==> config.mk <==
export PLATFORM = sky130hd
export DESIGN_NAME = mem_stage
export DESIGN_NICKNAME = d
export VERILOG_FILES = /design/src/rtl/riscv_mem_pkg.sv /design/src/rtl/mem_align_unit.sv /design/src/rtl/mem_stage.sv
export SDC_FILE = /design/constraint.sdc
export NUM_CORES = 1
export LEC_CHECK = 0
export BUFFER_PORTS_ARGS = -buffer_cell sky130_fd_sc_hd__buf_2
export CAP_MARGIN = 25
export CORE_AREA = 5 5 381 383
export CTS_BUF_LIST = sky130_fd_sc_hd__clkbuf_8
export CTS_CLUSTER_SIZE = 25
export DETAILED_ROUTE_END_ITERATION = 16
export DIE_AREA = 0 0 386 388
export SLEW_MARGIN = 20
export SYNTH_ARGS = -nofsm -noshare
export SYNTH_HDL_FRONTEND = slang
export SYNTH_SLANG_ARGS = --single-unit
==> constraint.sdc <==
create_clock -name clk -period 5.82 [get_ports clk]
set_input_delay 1.455 -clock clk [delete_from_list [all_inputs] [get_ports clk]]
set_output_delay 1.455 -clock clk [all_outputs]
set_load 0.1 [all_outputs]
==> src/rtl/riscv_mem_pkg.sv <==
// Shared decode constants, exception cause codes and FSM state type
// for the RV64 memory-access stage.
package riscv_mem_pkg;

  localparam logic [6:0] OP_LOAD  = 7'b0000011;
  localparam logic [6:0] OP_STORE = 7'b0100011;

  localparam logic [1:0] SZ_B = 2'd0;
  localparam logic [1:0] SZ_H = 2'd1;
  localparam logic [1:0] SZ_W = 2'd2;
  localparam logic [1:0] SZ_D = 2'd3;

  localparam logic [3:0] CAUSE_ILLEGAL     = 4'd2;
  localparam logic [3:0] CAUSE_LD_MISALIGN = 4'd4;
  localparam logic [3:0] CAUSE_LD_FAULT    = 4'd5;
  localparam logic [3:0] CAUSE_ST_MISALIGN = 4'd6;
  localparam logic [3:0] CAUSE_ST_FAULT    = 4'd7;

  typedef enum logic {
    S_IDLE   = 1'b0,
    S_ACCESS = 1'b1
  } mem_state_e;

endpackage

==> src/rtl/mem_align_unit.sv <==
// Combinational alignment helper: misalignment detection, store byte-lane
// placement and load extraction with sign/zero extension.
module mem_align_unit
  import riscv_mem_pkg::*;
(
  input  logic [2:0]  i_f3,
  input  logic [2:0]  i_off,
  input  logic [63:0] i_sr2,
  input  logic [63:0] i_rdata,
  output logic        o_misalign,
  output logic [7:0]  o_wmask,
  output logic [63:0] o_wdata,
  output logic [63:0] o_ldata
);

  logic [7:0]  w_size_mask;
  logic [63:0] w_shifted;
  logic        w_sext;

  always_comb begin
    w_size_mask = 8'hFF;
    o_misalign  = 1'b0;
    case (i_f3[1:0])
      SZ_B: begin w_size_mask = 8'h01; o_misalign = 1'b0;        end
      SZ_H: begin w_size_mask = 8'h03; o_misalign = i_off[0];    end
      SZ_W: begin w_size_mask = 8'h0F; o_misalign = |i_off[1:0]; end
      default: begin w_size_mask = 8'hFF; o_misalign = |i_off;   end
    endcase
  end

  assign o_wmask   = w_size_mask << i_off;
  assign o_wdata   = i_sr2 << {i_off, 3'b000};
  assign w_shifted = i_rdata >> {i_off, 3'b000};
  assign w_sext    = ~i_f3[2];

  always_comb begin
    o_ldata = w_shifted;
    case (i_f3[1:0])
      SZ_B: o_ldata = {{56{w_sext & w_shifted[7]}},  w_shifted[7:0]};
      SZ_H: o_ldata = {{48{w_sext & w_shifted[15]}}, w_shifted[15:0]};
      SZ_W: o_ldata = {{32{w_sext & w_shifted[31]}}, w_shifted[31:0]};
      default: o_ldata = w_shifted;
    endcase
  end

endmodule

==> src/rtl/mem_stage.sv <==
// RV64 memory-access stage: issues dmem requests over req/ack, stalls execute
// while waiting, and registers results/exceptions into the writeback bundle.
module mem_stage
  import riscv_mem_pkg::*;
#(
  parameter int XLEN           = 64,
  parameter int TIMEOUT_CYCLES = 255
) (
  input  logic            clk,
  input  logic            reset,
  input  logic            mem_V,
  input  logic [31:0]     mem_IR,
  input  logic [XLEN-1:0] mem_PC,
  input  logic [XLEN-1:0] mem_ALU_RESULT,
  input  logic [XLEN-1:0] mem_SR1,
  input  logic [XLEN-1:0] mem_SR2,
  input  logic [XLEN-1:0] mem_CSRFD,
  input  logic [XLEN-1:0] mem_RFD,
  output logic            mem_stall,
  output logic            dmem_req,
  output logic            dmem_we,
  output logic [XLEN-1:0] dmem_addr,
  output logic [XLEN-1:0] dmem_wdata,
  output logic [7:0]      dmem_wmask,
  input  logic            dmem_ack,
  input  logic [XLEN-1:0] dmem_rdata,
  output logic            wb_V,
  output logic [31:0]     wb_IR,
  output logic [XLEN-1:0] wb_PC,
  output logic [XLEN-1:0] wb_ALU_RESULT,
  output logic [XLEN-1:0] wb_CSRFD,
  output logic [XLEN-1:0] wb_RFD,
  output logic [XLEN-1:0] wb_MEM_RESULT,
  output logic            wb_EXC,
  output logic [3:0]      wb_EXC_CAUSE
);

  localparam logic [7:0] TIMEOUT_LIMIT = 8'(TIMEOUT_CYCLES);

  mem_state_e  r_state, w_state_next;
  logic [7:0]  r_cnt;

  logic        w_is_load, w_is_store, w_illegal, w_misalign;
  logic        w_mem_go, w_exc_imm, w_timeout;
  logic [3:0]  w_cause_imm;
  logic [7:0]  w_wmask;
  logic [63:0] w_wdata, w_ldata;
  logic        w_unused_sr1;

  assign w_unused_sr1 = ^mem_SR1;

  assign w_is_load  = (mem_IR[6:0] == OP_LOAD);
  assign w_is_store = (mem_IR[6:0] == OP_STORE);
  assign w_illegal  = (w_is_load && mem_IR[14:12] == 3'b111) || (w_is_store && mem_IR[14]);

  mem_align_unit u_align (
    .i_f3       (mem_IR[14:12]),
    .i_off      (mem_ALU_RESULT[2:0]),
    .i_sr2      (mem_SR2),
    .i_rdata    (dmem_rdata),
    .o_misalign (w_misalign),
    .o_wmask    (w_wmask),
    .o_wdata    (w_wdata),
    .o_ldata    (w_ldata)
  );

  assign w_mem_go    = mem_V && (w_is_load || w_is_store) && !w_illegal && !w_misalign;
  assign w_exc_imm   = mem_V && (w_is_load || w_is_store) && (w_illegal || w_misalign);
  assign w_cause_imm = w_illegal ? CAUSE_ILLEGAL :
                       (w_is_store ? CAUSE_ST_MISALIGN : CAUSE_LD_MISALIGN);
  // Fault fires once TIMEOUT_CYCLES ack-less ACCESS cycles have elapsed; ack still wins that cycle.
  assign w_timeout   = (r_cnt == TIMEOUT_LIMIT);

  always_comb begin
    w_state_next = r_state;
    mem_stall    = 1'b0;
    case (r_state)
      S_IDLE: begin
        if (w_mem_go) begin
          w_state_next = S_ACCESS;
          mem_stall    = 1'b1;
        end
      end
      S_ACCESS: begin
        if (dmem_ack || w_timeout) w_state_next = S_IDLE;
        else                        mem_stall    = 1'b1;
      end
      default: w_state_next = S_IDLE;
    endcase
  end

  always_ff @(posedge clk) begin
    if (reset) begin
      r_state       <= S_IDLE;
      r_cnt         <= 8'd0;
      dmem_req      <= 1'b0;
      dmem_we       <= 1'b0;
      dmem_addr     <= '0;
      dmem_wdata    <= '0;
      dmem_wmask    <= 8'd0;
      wb_V          <= 1'b0;
      wb_IR         <= 32'd0;
      wb_PC         <= '0;
      wb_ALU_RESULT <= '0;
      wb_CSRFD      <= '0;
      wb_RFD        <= '0;
      wb_MEM_RESULT <= '0;
      wb_EXC        <= 1'b0;
      wb_EXC_CAUSE  <= 4'd0;
    end else begin
      r_state       <= w_state_next;
      // execute holds the bundle stable during ACCESS, so pass-through is safe every cycle
      wb_IR         <= mem_IR;
      wb_PC         <= mem_PC;
      wb_ALU_RESULT <= mem_ALU_RESULT;
      wb_CSRFD      <= mem_CSRFD;
      wb_RFD        <= mem_RFD;
      wb_MEM_RESULT <= '0;
      wb_EXC        <= 1'b0;
      wb_EXC_CAUSE  <= 4'd0;
      case (r_state)
        S_IDLE: begin
          if (w_mem_go) begin
            wb_V       <= 1'b0;
            r_cnt      <= 8'd0;
            dmem_req   <= 1'b1;
            dmem_we    <= w_is_store;
            dmem_addr  <= {mem_ALU_RESULT[XLEN-1:3], 3'b000};
            dmem_wdata <= w_is_store ? w_wdata : 64'd0;
            dmem_wmask <= w_is_store ? w_wmask : 8'd0;
          end else begin
            wb_V         <= mem_V;
            wb_EXC       <= w_exc_imm;
            wb_EXC_CAUSE <= w_exc_imm ? w_cause_imm : 4'd0;
          end
        end
        S_ACCESS: begin
          if (dmem_ack || w_timeout) begin
            wb_V       <= 1'b1;
            dmem_req   <= 1'b0;
            dmem_we    <= 1'b0;
            dmem_wmask <= 8'd0;
            if (dmem_ack) begin
              wb_MEM_RESULT <= w_is_load ? w_ldata : 64'd0;
            end else begin
              wb_EXC       <= 1'b1;
              wb_EXC_CAUSE <= w_is_store ? CAUSE_ST_FAULT : CAUSE_LD_FAULT;
            end
          end else begin
            wb_V  <= 1'b0;
            r_cnt <= r_cnt + 8'd1;
          end
        end
        default: wb_V <= 1'b0;
      endcase
    end
  end

endmodule

==> metrics.log, run 1 <==
INFO  metric synth_area_per_cell = 9.93 um2
INFO  metric max-slew-margin-rel = 17.7%
INFO  metric timing.final.ws_setup = 1.10 ns
INFO  metric number_of_buffers_between_clock_root_and_the_deepest_sink = 3
INFO  metric grt_pass1_vias = 16900
INFO  metric finalClockSkew = 0.0802 ns
INFO  metric grt_usage = 12.6%
INFO  metric dieArea = 150000 um2
INFO  metric timing.critical_path.slowest_stage_cell = o31a_1
INFO  metric h_tree_levels = 3
INFO  metric fin_tns_setup = 0 ns
INFO  metric num_vias = 17000
INFO  metric post-route-period-util = 81.0%
INFO  metric cts.root.buffer_cell = clkbuf_8
INFO  metric clkSlewWorstSetupHoldPaths = 0.06 ns
INFO  metric max_slew.worst_pin.slew = 1.23 ns
INFO  metric synth_seq_cells = 501
INFO  metric ant_nets = 0
INFO  metric timing.critical_path.arrival = 3.26 ns
INFO  metric io_pins = 981
INFO  metric post_route_cells_drive_above_1_share = 41.2%
INFO  metric leakagePower = 12.0 nW
INFO  metric crit_path_capture_type = output port
INFO  metric crit_path_max_fanout = 14
INFO  metric setup_repair_after_global_routing_missed_its_margin = false
INFO  metric yosysSeqAreaShare = 56.7%
INFO  metric postSynthCellCount = 1781
INFO  metric grt_pass1_wl = 132000 um
INFO  metric drt-vias-per-instance = 3.63
INFO  metric clock_sinks = 501
INFO  metric detail_route.first_pass.iterations = 5
INFO  metric final_net_count = 3175
INFO  metric syn_area = 17700 um2
INFO  metric syn_to_final_growth = 49.7%
INFO  metric outcome = finished, final reports clean
INFO  metric grt.overflow.total = 0
INFO  metric most-common-layout-cells = buf_2 (909), dfxtp_1 (501), nor2b_1 (306)
INFO  metric remaining_drc_errors = 0
INFO  metric final_hold_viol_count = 0
INFO  metric yosys_most_used_dff = dfxtp_1
INFO  metric worst_hold_slack = 0.446 ns
INFO  metric power-per-cell-area = 337 nW/um2
INFO  metric detailed_place_hpwl = 82100 um
INFO  metric number_of_antenna_violations_at_the_first_check_in_global_routing = 48
INFO  metric fmaxAchievable = 212 MHz
INFO  metric drt-met1-wl = 41300 um
INFO  metric die_extent_in_y = 388 um
INFO  metric finalInstanceArea = 26500 um2
INFO  metric setup_viol_count_final = 0
INFO  metric pre_cts_slack = 1.10 ns
INFO  metric drt-initial-drc-count = 1021
INFO  metric postCtsResizedCells = 0
INFO  metric mostFrequentLayoutCell = buf_2
INFO  metric wl_per_cell = 21.5 um
INFO  metric critical_path.max_stage_delay = 0.51 ns
INFO  metric chipWidth = 386 um
INFO  metric slew_viol_final = 0
INFO  metric wl_met3 = 12700 um
INFO  metric maxCapViolations = 0
INFO  metric dpl-instance-area = 24400 um2
INFO  metric row_count = 138
INFO  metric cts-hold-fix-buffers = 0
INFO  metric post-route-min-period = 4.72 ns
INFO  metric cp_data_required_time = 4.37 ns
INFO  metric max-vdd-ir-drop = 188 uV
INFO  metric post-cts-setup-buffer-count = 0
INFO  metric critical_path.most_common_cell = buf_2
INFO  metric cts_inserted_buffers = 93
INFO  metric synth_enable_flop_cells = 0
INFO  metric hold_path_class = register to register
INFO  metric regToRegSetupSlack = 2.99 ns
INFO  metric worst_setup_path_start_kind = input port
INFO  metric cts_tree = yes
INFO  metric starting_utilization_of_the_core_area = 12.5%
INFO  metric synthesis.yosys.warnings = 0
INFO  metric io_buffer_count = 912
INFO  metric critical_path.cell_chain = buf_2 > o21ai_1 > o2111ai_2 > o31a_1 > inv_2 > buf_2
INFO  metric timing_worst_setup_path_type = input port to output port
INFO  metric grt_max_degree = 128
INFO  metric critPathTopFamily = compound AO/OA/AOI/OAI gates
INFO  metric top_layer = met5
INFO  metric fillCellCount = 15800
INFO  metric gp_routability_congestion = 0.907
INFO  metric synthDistinctLibCells = 61
INFO  metric dr_wl_met2 = 41700 um
INFO  metric total_detailed_routing_wirelength = 100000 um
INFO  metric path_buf_inv = 3
INFO  metric core_area = 141000 um2
INFO  metric clk_latency = 0.77 ns
INFO  metric postSynth.asyncResetShare = 0%
state kept, by name, summed over array words and instances (netlist names):
signal / count
wb_CSRFD: 64
wb_IR: 32
wb_MEM_RESULT: 64
wb_ALU_RESULT: 64
dmem_wdata: 64
dmem_req: 1
wb_EXC_CAUSE: 3
dmem_we: 1
wb_V: 1
r_state: 1
dmem_wmask: 8
r_cnt: 8
dmem_addr: 61
wb_PC: 64
wb_RFD: 64
wb_EXC: 1
layer usage:
metal,up-vias,track usage [%]
met5,-,1.46
li1,7876,-
met4,32,5.69
met1,7958,16.0
met2,910,18.4
met3,204,5.33
cell families (layout without fill, tap and decap cells):
logic type,after synthesis,after routing,share of synthesized area (%)
buffers and inverters,139,1120,3.38
AOI/OAI and AO/OA,366,366,13.3
and+or+nand+nor,661,661,19.4
DFF,501,501,56.7
other,1,26,0.0212
muxes,112,112,7.04
adders and majority gates,1,1,0.0708
final cells by class:
class / instances / area [um2] / share of cell area, %
diodes: 22 / 55.1 / 0.208
clock buffers: 116 / 1600 / 6.04
clock inverters: 54 / 450 / 1.70
inverters: 8 / 30.0 / 0.114
multi-input cells: 1144 / 7090 / 26.8
flip-flops and latches: 501 / 10000 / 37.9
well taps: 1890 / 2360 / 8.94
repair buffers: 942 / 4830 / 18.3
where the power goes:
part           switching (W)  total [W]  internal, W
Clock                0.00166    0.00375      0.00209
Sequential         0.0000375    0.00358      0.00354
Combinational        0.00125    0.00159     0.000338
Total                0.00296    0.00892      0.00596
tightest hold or removal path, stage by stage (launching register included):
cell	delay [ns]
dfxtp_1	0.30
nand2_1	0.05
a21oi_1	0.05
metrics by stage:
stage	instances	utilization, %	power (W)
floorplan	1784	-	0.00476
global placement	4484	17.2	0.00524
detailed placement	4485	17.3	0.00525
CTS	4655	18.7	0.00909
global route	4659	18.7	0.00929
finish	4677	18.8	0.00892
path summary, 6_finish.rpt:
check,start,end,depth (start not counted)
max,mem_IR[13],mem_stall,6
min,dmem_addr[47],dmem_addr[47],2
max reg2reg,r_state,wb_MEM_RESULT[47],5
min reg2reg,dmem_addr[47],dmem_addr[47],2
Yosys cell counts (all sizes together) (3+ instances only):
master	instances	area [um2]
nor3	8	55.1
o2bb2ai	31	272
buf	50	263
and3	4	25.0
o211ai	4	30.0
or2	5	31.3
a22o	25	219
dfxtp	501	10000
nor2	73	274
nand2	218	818
or3	17	106
o21ba	4	40.0
a211oi	34	255
mux2i	77	771
o22ai	3	18.8
o32ai	4	35.0
a2bb2oi	5	43.8
o31ai	3	36.3
nand2b	6	37.5
nand3	9	45.0
a21oi	129	649
nor3b	3	22.5
inv	8	30.0
o21ai	82	410
a31oi	7	43.8
o21a	12	90.1
clkbuf	81	304
mux2	28	315
nor2b	307	1920
mux4	7	158
o22a	6	52.6
a22oi	7	52.6
Note: power is estimated with default switching activity, not from simulation.
==> run 2, diff against run 1 <==
--- a/config.mk
+++ b/config.mk
@@ -5,13 +5,14 @@
 export SDC_FILE = /design/constraint.sdc
 export NUM_CORES = 1
 export LEC_CHECK = 0
+export ABC_AREA = 1
 export BUFFER_PORTS_ARGS = -buffer_cell sky130_fd_sc_hd__buf_2
 export CAP_MARGIN = 25
-export CORE_AREA = 5 5 381 383
+export CORE_AREA = 5 5 377 379
 export CTS_BUF_LIST = sky130_fd_sc_hd__clkbuf_8
 export CTS_CLUSTER_SIZE = 25
 export DETAILED_ROUTE_END_ITERATION = 16
-export DIE_AREA = 0 0 386 388
+export DIE_AREA = 0 0 382 384
 export SLEW_MARGIN = 20
 export SYNTH_ARGS = -nofsm -noshare
 export SYNTH_HDL_FRONTEND = slang
==> constraint.sdc (replaced) <==
create_clock -name clk -period 4.3 [get_ports clk]
set_input_delay 1.075 -clock clk [delete_from_list [all_inputs] [get_ports clk]]
set_output_delay 1.075 -clock clk [all_outputs]
set_load 0.1 [all_outputs]
==> metrics.log, run 2 <==
INFO  metric outcome = finished, final reports clean
INFO  metric final_net_count = 3992 (+26%)
INFO  metric critical_path.cell_chain = buf_2 > nand2_1 > nor2_1 > nand3_1 > nand2_1 > nor2_8 > nand2_4 > nand2_1 > buf_12
INFO  metric regToRegSetupSlack = 1.77 ns (-1.22 ns)
INFO  metric clk_latency = 0.81 ns (+0.04 ns)
INFO  metric crit-reg2reg-capture = wb_MEM_RESULT[2]
INFO  metric row_count = 137 (-0.72%)
INFO  metric num_vias = 20800 (+23%)
INFO  metric power_switching = 0.00416 W (+41%)
INFO  metric finalClockSkew = 0.0654 ns (-0.0148 ns)
INFO  metric post_route_cells_drive_above_1_share = 31.0% (-10 points)
INFO  metric crit_path_capture_type = output port
INFO  metric number_of_buffers_between_clock_root_and_the_deepest_sink = 3 (unchanged)
INFO  metric setup_viol_count_final = 0 (unchanged)
INFO  metric number_of_antenna_violations_at_the_first_check_in_global_routing = 58 (+21%)
INFO  metric postCtsResizedCells = 0 (unchanged)
INFO  metric post-route-period-util = 86.5%
INFO  metric setup_repair_after_global_routing_missed_its_margin = false
INFO  metric min_delay_path_depth = 2 (unchanged)
INFO  metric grt_usage = 13.7% (+1.1 points)
INFO  metric switching_power_share_of_the_total = 34.8% (+1.6 points)
INFO  metric dieArea = 147000 um2 (-2.1%)
INFO  metric leakagePower = 14.3 nW (+19%)
INFO  metric timing.critical_path.arrival = 2.64 ns (-0.62 ns)
INFO  metric yosys.area.top_type = dfxtp_1
INFO  metric most-common-layout-cells = buf_2 (907), nor2_1 (570), dfxtp_1 (501)
INFO  metric slew_viol_final = 0 (unchanged)
INFO  metric grt_pass1_vias = 19400 (+15%)
INFO  metric yosysSeqAreaShare = 52.2% (-4.5 points)
INFO  metric grt_max_degree = 179 (+40%)
INFO  metric max_slew.worst_pin.slew = 1.02 ns (-0.212 ns)
INFO  metric synth_most_common_cell = nor2_1
INFO  metric postSynth.asyncResetShare = 0% (unchanged)
INFO  metric ant_nets = 0 (unchanged)
INFO  metric holdPathEnd = dmem_wdata[27]
INFO  metric detailed_place_hpwl = 84700 um (+3.1%)
INFO  metric cts.root.buffer_cell = clkbuf_8
INFO  metric synthDistinctLibCells = 35 (-43%)
INFO  metric timing_worst_setup_path_type = input port to output port
INFO  metric post-route-min-period = 3.72 ns
INFO  metric clock_sinks = 501 (unchanged)
INFO  metric synth_seq_cells = 501 (unchanged)
INFO  metric core_area = 139000 um2 (-1.8%)
INFO  metric post-cts-setup-buffer-count = 0 (unchanged)
INFO  metric yosys-top-cells-count = nor2_1 (570), dfxtp_1 (501), nand2_1 (472)
INFO  metric drt-initial-drc-count = 1891 (+85%)
INFO  metric fin_tns_setup = 0 ns (unchanged)
INFO  metric path_depth_of_the_worst_reg2reg_path = 7 (+2)
INFO  metric timing.critical_path.slowest_stage_cell = buf_2
INFO  metric syn_to_final_growth = 43.7%
INFO  metric grt.overflow.total = 0 (unchanged)
INFO  metric io_buffer_count = 912 (unchanged)
INFO  metric power.share.combinational = 18.8% (+0.9 points)
INFO  metric chipWidth = 382 um (-1.0%)
INFO  metric pre_cts_slack = 0.555 ns (-0.545 ns)
INFO  metric fmaxAchievable = 269 MHz
INFO  metric maxCapViolations = 0 (unchanged)
INFO  metric wl_per_cell = 19.7 um (-8.1%)
INFO  metric critical_path.reg2reg.startpoint = r_state
INFO  metric max-slew-margin-rel = 31.9% (+14 points)
INFO  metric io_pins = 981 (unchanged)
INFO  metric synthesis.yosys.warnings = 0 (unchanged)
INFO  metric mostFrequentLayoutCell = buf_2
INFO  metric cts_inserted_buffers = 94 (+1.1%)
INFO  metric critical_path.most_common_cell = nand2_1
INFO  metric yosys_most_used_dff = dfxtp_1
INFO  metric cts_tree = yes
INFO  metric timing.final.ws_setup = 0.583 ns (-0.521 ns)
INFO  metric drt-vias-per-instance = 3.85 (+6.1%)
INFO  metric remaining_drc_errors = 0 (unchanged)
INFO  metric clockPowerShare = 40.7% (-1.3 points)
INFO  metric max-vdd-ir-drop = 252 uV (+34%)
INFO  metric cp_data_required_time = 3.22 ns (-1.15 ns)
INFO  metric die_extent_in_y = 384 um (-1.0%)
INFO  metric gp_routability_congestion = 0.957 (+5.5%)
INFO  metric hold_start = dmem_wdata[27]
INFO  metric power_report.internal_total = 0.00780 W (+31%)
INFO  metric critical_path.max_stage_delay = 0.37 ns (-0.14 ns)
INFO  metric power-per-cell-area = 434 nW/um2 (+29%)
INFO  metric yosys.area.top_type_share = 52.2% (-4.5 points)
INFO  metric starting_utilization_of_the_core_area = 13.9% (+1.3 points)
INFO  metric detail_route.first_pass.iterations = 6 (+1)
INFO  metric postSynthCellCount = 2645 (+49%)
INFO  metric synth_area_per_cell = 7.26 um2 (-27%)
INFO  metric total_detailed_routing_wirelength = 107000 um (+6.2%)
INFO  metric clkSlewWorstSetupHoldPaths = 0.05 ns (about the same)
INFO  metric grt_pass1_wl = 145000 um (+9.5%)
INFO  metric synth_enable_flop_cells = 0 (unchanged)
INFO  metric syn_area = 19200 um2 (+8.6%)
INFO  metric synth.area.top_cells = dfxtp_1 (52%), nor2_1 (11%), nand2_1 (9.2%)
INFO  metric h_tree_levels = 3 (unchanged)
INFO  metric worst_setup_path_start_kind = input port
INFO  metric crit_path_max_fanout = 17 (+3)
INFO  metric final_hold_viol_count = 0 (unchanged)
INFO  metric cts-hold-fix-buffers = 0 (unchanged)
INFO  metric hold_path_class = register to register
INFO  metric sequential_power_share = 40.5% (+0.4 points)
[run 2: power by group through the flow]
stage | Sequential, W | Clock, W | Combinational [W]
finish | 0.00485 | 0.00487 | 0.00225
global route | 0.00485 | 0.00529 | 0.00238
CTS | 0.00484 | 0.00510 | 0.00226
detailed placement | 0.00494 | 0 | 0.00225
global placement | 0.00494 | 0 | 0.00225
floorplan | 0.00601 | 0 | 0.000542
[run 2: through the flow]
stage	utilization, %	hold slack, ns	total power [W]	instances	area [um2]
global route	19.9	0.369	0.0125	5400	27600
detailed placement	18.5	0.456	0.00720	5218	25600
floorplan	-	0.446	0.00655	2648	19200
CTS	19.9	0.340	0.0122	5384	27500
finish	19.9	0.466	0.0120	5406	27600
global placement	18.5	0.453	0.00719	5218	25600
[run 2: per-layer routing]
metal / track usage (%) / up-vias / part of all wire [%]
li1: - / 9923 / -
met1: 17.7 / 9490 / 42
met2: 20.3 / 1178 / 42
met3: 5.89 / 203 / 12
met4: 4.63 / 24 / 3.0
met5: 0 / - / 0.12
[run 2: how the worst max path moves through the flow]
| stage | end | start | slack (ns) |
|---|---|---|---|
| finish | mem_stall | mem_IR[13] | 0.58 |
| global route | mem_stall | r_cnt[0] | 0.41 |
| CTS | mem_stall | mem_IR[13] | 0.54 |
| detailed placement | mem_stall | mem_IR[13] | 0.56 |
| global placement | mem_stall | mem_IR[13] | 0.51 |
| floorplan | mem_stall | mem_IR[13] | 0.58 |
[run 2: area by class of cell]
| cell class | count | area [um2] |
|---|---|---|
| diodes | 22 | 55.1 |
| multi-input cells | 1620 | 7050 |
| fillers | 15800 | 111000 |
| repair buffers | 944 | 4920 |
| clock inverters | 51 | 380 |
| inverters | 346 | 1300 |
| flip-flops and latches | 501 | 10000 |
| well taps | 1807 | 2260 |
| clock buffers | 115 | 1580 |
[run 2: kinds of logic after synthesis]
family,Yosys count,synth area share [%]
simple gates,1310,28.2
buf+inv,527,11.1
flops,501,52.2
other cells,1,0.0195
compound gates,303,8.31
fa+ha+maj,1,0.0652
mux,2,0.104
[run 2: worst max-delay path: cells and delay by family]
kind                   cells  cell delay [ns]
buffers and inverters      2             0.57
and+or+nand+nor            7             0.99
